**src/rtl/x25519_host_ctrl.sv**
```systemverilog
// ============================================================================
// Module  : x25519_host_ctrl
// Purpose : Host-side initiator for an X25519 scalar-multiplication core.
//           Gathers scalar and u-coordinate from a word stream, runs the core
//           through its reset-as-start protocol, waits for valid (or a
//           timeout), then streams the 256-bit result back out MSW first.
// Ports   : clk, rst                    - clock, synchronous active-high reset
//           in_valid/in_ready/in_data   - input stream (NW scalar words, then
//                                         NW point words, MSW first)
//           out_valid/out_ready/out_data/out_last/out_err
//                                       - result stream; out_err flags timeout
//           busy                        - controller not in LOAD
//           core_rst/core_scalar/core_point/core_point_out/core_valid
//                                       - connection to the X25519 core
// Revision: 1.0 - initial release
// ============================================================================
`default_nettype none

module x25519_host_ctrl #(
  parameter int BIT_LENGTH     = 256,
  parameter int WORD_W         = 32,
  parameter int TIMEOUT_CYCLES = 2000000
) (
  input  logic                  clk,
  input  logic                  rst,
  input  logic                  in_valid,
  output logic                  in_ready,
  input  logic [WORD_W-1:0]     in_data,
  output logic                  out_valid,
  input  logic                  out_ready,
  output logic [WORD_W-1:0]     out_data,
  output logic                  out_last,
  output logic                  out_err,
  output logic                  busy,
  output logic                  core_rst,
  output logic [BIT_LENGTH-1:0] core_scalar,
  output logic [BIT_LENGTH-1:0] core_point,
  input  logic [BIT_LENGTH-1:0] core_point_out,
  input  logic                  core_valid
);

  localparam int NW = BIT_LENGTH / WORD_W;
  localparam int CW = $clog2(2 * NW);
  localparam int TW = (TIMEOUT_CYCLES > 1) ? $clog2(TIMEOUT_CYCLES) : 1;
  localparam logic [CW-1:0] C_LAST_IN  = CW'(2 * NW - 1);
  localparam logic [CW-1:0] C_LAST_OUT = CW'(NW - 1);
  localparam logic [CW-1:0] C_NW       = CW'(NW);
  localparam logic [TW-1:0] C_TMO_LAST = TW'(TIMEOUT_CYCLES - 1);

  typedef enum logic [1:0] {
    S_LOAD = 2'd0,
    S_RUN  = 2'd1,
    S_OUT  = 2'd2
  } state_e;

  state_e                state_q, state_d;
  logic [CW-1:0]         cnt_q, cnt_d;
  logic [TW-1:0]         tmo_q, tmo_d;
  logic [BIT_LENGTH-1:0] scalar_q, scalar_d;
  logic [BIT_LENGTH-1:0] point_q, point_d;
  logic [BIT_LENGTH-1:0] result_q, result_d;
  logic                  err_q, err_d;
  logic                  core_rst_q, core_rst_d;

  always_ff @(posedge clk) begin
    if (rst) begin
      state_q    <= S_LOAD;
      cnt_q      <= '0;
      tmo_q      <= '0;
      scalar_q   <= '0;
      point_q    <= '0;
      result_q   <= '0;
      err_q      <= 1'b0;
      core_rst_q <= 1'b1;
    end else begin
      state_q    <= state_d;
      cnt_q      <= cnt_d;
      tmo_q      <= tmo_d;
      scalar_q   <= scalar_d;
      point_q    <= point_d;
      result_q   <= result_d;
      err_q      <= err_d;
      core_rst_q <= core_rst_d;
    end
  end

  always_comb begin
    state_d    = state_q;
    cnt_d      = cnt_q;
    tmo_d      = tmo_q;
    scalar_d   = scalar_q;
    point_d    = point_q;
    result_d   = result_q;
    err_d      = err_q;
    core_rst_d = core_rst_q;

    case (state_q)
      S_LOAD: begin
        if (in_valid) begin
          cnt_d = cnt_q + CW'(1);
          // Shifting in at the LSW end leaves the first word at the MSW end.
          if (cnt_q < C_NW) begin
            scalar_d = {scalar_q[BIT_LENGTH-WORD_W-1:0], in_data};
          end else begin
            point_d = {point_q[BIT_LENGTH-WORD_W-1:0], in_data};
          end
          if (cnt_q == C_LAST_IN) begin
            state_d    = S_RUN;
            cnt_d      = '0;
            tmo_d      = '0;
            core_rst_d = 1'b0;
          end
        end
      end

      S_RUN: begin
        tmo_d = tmo_q + TW'(1);
        // A result arriving on the timeout cycle itself still counts as good.
        if (core_valid) begin
          result_d   = core_point_out;
          err_d      = 1'b0;
          core_rst_d = 1'b1;
          state_d    = S_OUT;
          cnt_d      = '0;
          tmo_d      = '0;
        end else if ((TIMEOUT_CYCLES != 0) && (tmo_q == C_TMO_LAST)) begin
          result_d   = '0;
          err_d      = 1'b1;
          core_rst_d = 1'b1;
          state_d    = S_OUT;
          cnt_d      = '0;
          tmo_d      = '0;
        end
      end

      S_OUT: begin
        if (out_ready) begin
          result_d = result_q << WORD_W;
          cnt_d    = cnt_q + CW'(1);
          if (cnt_q == C_LAST_OUT) begin
            state_d = S_LOAD;
            cnt_d   = '0;
            err_d   = 1'b0;
          end
        end
      end

      default: begin
        state_d = S_LOAD;
      end
    endcase
  end

  assign in_ready    = (state_q == S_LOAD);
  assign out_valid   = (state_q == S_OUT);
  assign busy        = (state_q != S_LOAD);
  assign out_data    = result_q[BIT_LENGTH-1 -: WORD_W];
  assign out_last    = (state_q == S_OUT) && (cnt_q == C_LAST_OUT);
  assign out_err     = err_q;
  assign core_rst    = core_rst_q;
  assign core_scalar = scalar_q;
  assign core_point  = point_q;

endmodule

`default_nettype wire

```
**config.mk**
```make
export PLATFORM = sky130hd
export DESIGN_NAME = x25519_host_ctrl
export DESIGN_NICKNAME = d
export VERILOG_FILES = /design/src/rtl/x25519_host_ctrl.sv
export SDC_FILE = /design/constraint.sdc
export NUM_CORES = 2
export LEC_CHECK = 0
export ABC_AREA = 0
export BUFFER_PORTS_ARGS = -buffer_cell sky130_fd_sc_hd__buf_2
export CAP_MARGIN = 5
export CORE_AREA = 2 2 327 329
export CTS_CLUSTER_DIAMETER = 60
export DETAILED_ROUTE_END_ITERATION = 10
export DIE_AREA = 0 0 329 331
export MAX_ROUTING_LAYER = met4
export PLACE_DENSITY_LB_ADDON = 0.12
export SLEW_MARGIN = 20
export SYNTH_ARGS = -nofsm -noshare
export SYNTH_HDL_FRONTEND = slang
export SYNTH_SLANG_ARGS = --single-unit
```
**constraint.sdc**
```tcl
create_clock -name clk -period 3.1 [get_ports clk]
set_clock_uncertainty 0.1 [all_clocks]
set_input_delay 0.155 -clock clk [delete_from_list [all_inputs] [get_ports clk]]
set_output_delay 0.155 -clock clk [all_outputs]
set_load 0.05 [all_outputs]
```
==> impl_metrics.env <==
export IMPL_synth_largest_area_cell="dfxtp_1"
export IMPL_nets=4886
export IMPL_grt_max_degree=183
export IMPL_ant_nets=0
export IMPL_cp_start_kind="flop"
export IMPL_place_congestion=0.822
export IMPL_maxSlewViolCount=0
export IMPL_clk_pin_slew_ns=0.06
export IMPL_routed_wl_um=127000
export IMPL_netlist_area_um2=30700
export IMPL_cpMaxStageDelayCell="buf_4"
export IMPL_synth_fp_nets=3956
export IMPL_yosys_area_share_xor_xnor=0.00313
export IMPL_cap_viol_max_count=0
export IMPL_antenna_found_initial=7
export IMPL_worstPathMaxFanout=54
export IMPL_maxSlewHeadroom=0.424
export IMPL_end_kind="output pin"
export IMPL_cts_resized=0
export IMPL_core_um2=105000
export IMPL_synth_compound_area_frac=0.263
export IMPL_avgViaCountPerCell=4.91
export IMPL_ys_warnings_count=0
export IMPL_place_ws_ns=0.493
export IMPL_syn_inst=3658
export IMPL_rsz0062_at_grt="false"
export IMPL_vdd_drop_max_mv=0.419
export IMPL_ys_seq_area_frac=0.519
export IMPL_hold_viol=0
export IMPL_cts_buffers=99
export IMPL_setup_viol=0
export IMPL_ys_seq_elements=797
export IMPL_synthTopCellsByArea="dfxtp_1, nand2_1, a21oi_1"
export IMPL_critPathArrivalTime_ns=2.44
export IMPL_worst_slew_pin_slew_ns=0.864
export IMPL_clock_latency_ns=0.67
export IMPL_track_usage=0.225
export IMPL_cp_required_ns=2.84
export IMPL_setup_slack_ns=0.406
export IMPL_cpLargestDelayFamily="buffers and inverters"
export IMPL_synth_top_area_frac=0.519
export IMPL_synthDistinctLibCells=54
export IMPL_power_uw=23600
export IMPL_h_tree_depth=3
export IMPL_ctsRootBufferMaster="clkbuf_16"
export IMPL_synthMuxAreaShare=0.000366
export IMPL_vias=29700
export IMPL_cp_cell_sequence="inv_1 -> ha_4 -> buf_4 -> and3_1 -> buf_2"
export IMPL_synthAdderAreaFrac=0.00203
export IMPL_hp_class="input pin to flop"
export IMPL_path_class="flop to output pin"
export IMPL_period_share=0.869
export IMPL_utilization=0.402
export IMPL_grt_pass1_wl_um=184000
export IMPL_drt_iter0_drc=2331
export IMPL_final_common_cell="nand2_1"
export IMPL_io_buffers=842
export IMPL_status="complete, no violations"
export IMPL_grt_pass1_vias=28900
export IMPL_timing_hold_ws_ns=0.199
export IMPL_die_area_um2=109000
export IMPL_syn_area_per_cell_um2=8.41
export IMPL_synth_top_family_by_area="compound AO/OA/AOI/OAI gates"
export IMPL_powerDensity_nw_per_um2=560
export IMPL_pin_count=843
export IMPL_fmax_ghz=0.371
export IMPL_start_util=0.293
export IMPL_areaGrowthSynthToFinish_pct=37.1
export IMPL_min_period_ns=2.69
export IMPL_setup_tns_final_ns=0
export IMPL_final_cell_mix="nand2_1, buf_2, dfxtp_1"
export IMPL_drtPass1Iterations=5
export IMPL_p_leak_uw=0.0162
export IMPL_drive_gt1_frac=0.252
export IMPL_die_h_um=331
export IMPL_path_buf_inv=3
export IMPL_cts_tree="yes"
export IMPL_synth_simple_gate_area_frac=0.152
export IMPL_drc=0
export IMPL_die_width_um=329
export IMPL_num_rows=119
export IMPL_overflow=0
export IMPL_cp_slowest_stage_delay_ns=0.51
export IMPL_dpl_hpwl_um=86000
export IMPL_cts_buffer_depth=3
export IMPL_clock_sinks=797
export IMPL_wire_per_inst_um=20.9
## final timing paths
check / from / end / slack [ns] / cells past startpoint
worst min-delay path: in_data[21] / core_scalar[21]$_SDFFE_PP0P_ / 0.20 / 4
worst max-delay path: state_q[0]$_SDFFE_PP0P_ / out_last / 0.41 / 5
worst min register to register: core_scalar[239]$_SDFFE_PP0P_ / core_scalar[239]$_SDFFE_PP0P_ / 0.35 / 2
worst max register to register: state_q[0]$_SDFFE_PP0P_ / core_scalar[43]$_SDFFE_PP0P_ / 0.50 / 8
## layer usage
| layer | global-route usage | up-vias | routed length, um |
|---|---|---|---|
| met5 | - | - | 0 |
| met4 | 0.0667 | 0 | 3220 |
| met3 | 0.0536 | 184 | 8430 |
| met2 | 0.372 | 881 | 62100 |
| met1 | 0.271 | 14100 | 52900 |
| li1 | - | 14600 | - |
## synth_stat cells (all sizes together)
cell / n
nand2: 1046
dfxtp: 797
a21oi: 780
clkbuf: 236
a22oi: 225
a211oi: 224
buf: 144
o21ai: 43
nand4: 38
nand3: 17
nor2: 15
nor3: 11
inv: 10
xnor2: 10
a31oi: 9
or4: 8
ha: 5
and4: 4
nand4b: 4
nor2b: 3
nor4: 3
a221oi: 2
and2: 2
and3: 2
and3b: 2
o21a: 2
o31ai: 2
a21boi: 1
a21o: 1
a311o: 1
a311oi: 1
and4b: 1
mux2: 1
nand2b: 1
nor3b: 1
nor4b: 1
o22ai: 1
o31a: 1
o41ai: 1
or3: 1
xor2: 1
## metrics by stage
step / cells / cell area [um2]
global route: 6063 / 42200
CTS: 6057 / 42100
global placement: 5586 / 35900
finish: 6063 / 42200
detailed placement: 5586 / 35900
floorplan: 3658 / 30700
## kinds of logic (layout without fill, tap and decap cells)
group	count (synthesis)	after routing
AOI/OAI and AO/OA	1294	1294
and+or+nand+nor	1160	1160
DFF	797	797
buffers and inverters	390	1398
xor gates and xnor gates	11	11
adders and majority gates	5	5
muxes	1	1
other	0	6
## sequential cells by signal, indices dropped and copies added, names as in the netlist
register and flops:
core_rst 1, core_point 256, core_scalar 256, cnt_q 4
tmo_q 21, state_q 2, out_err 1, result_q 256
## final cells by class
cell class	count	area, um2
fill	10800	62800
sequential	797	16000
multi-input combinational	2471	13000
timing repair buffer	1209	8100
clock buffer	144	2940
tap	1391	1740
clock inverter	35	380
inverter	10	37.5
antenna	6	15.0
## repair_timing
action,CTS,global route
hold endpoints to repair,358,0
setup buffers,0,0
hold buffers,292,0
setup endpoints to repair,0,0
## report_power, final
part	total [uW]	switching (uW)	internal, uW
logic	1460	881	576
registers	10400	57.6	10300
clock network	11800	4720	7070
## tightest hold or removal path: cells and delay by family
kind	cells	cell delay, ns
buffers and inverters	2	0.67
AND/OR/NAND/NOR	1	0.05
AO/OA/AOI/OAI	1	0.05
No activity file was read; power rests on OpenSTA's default activity.
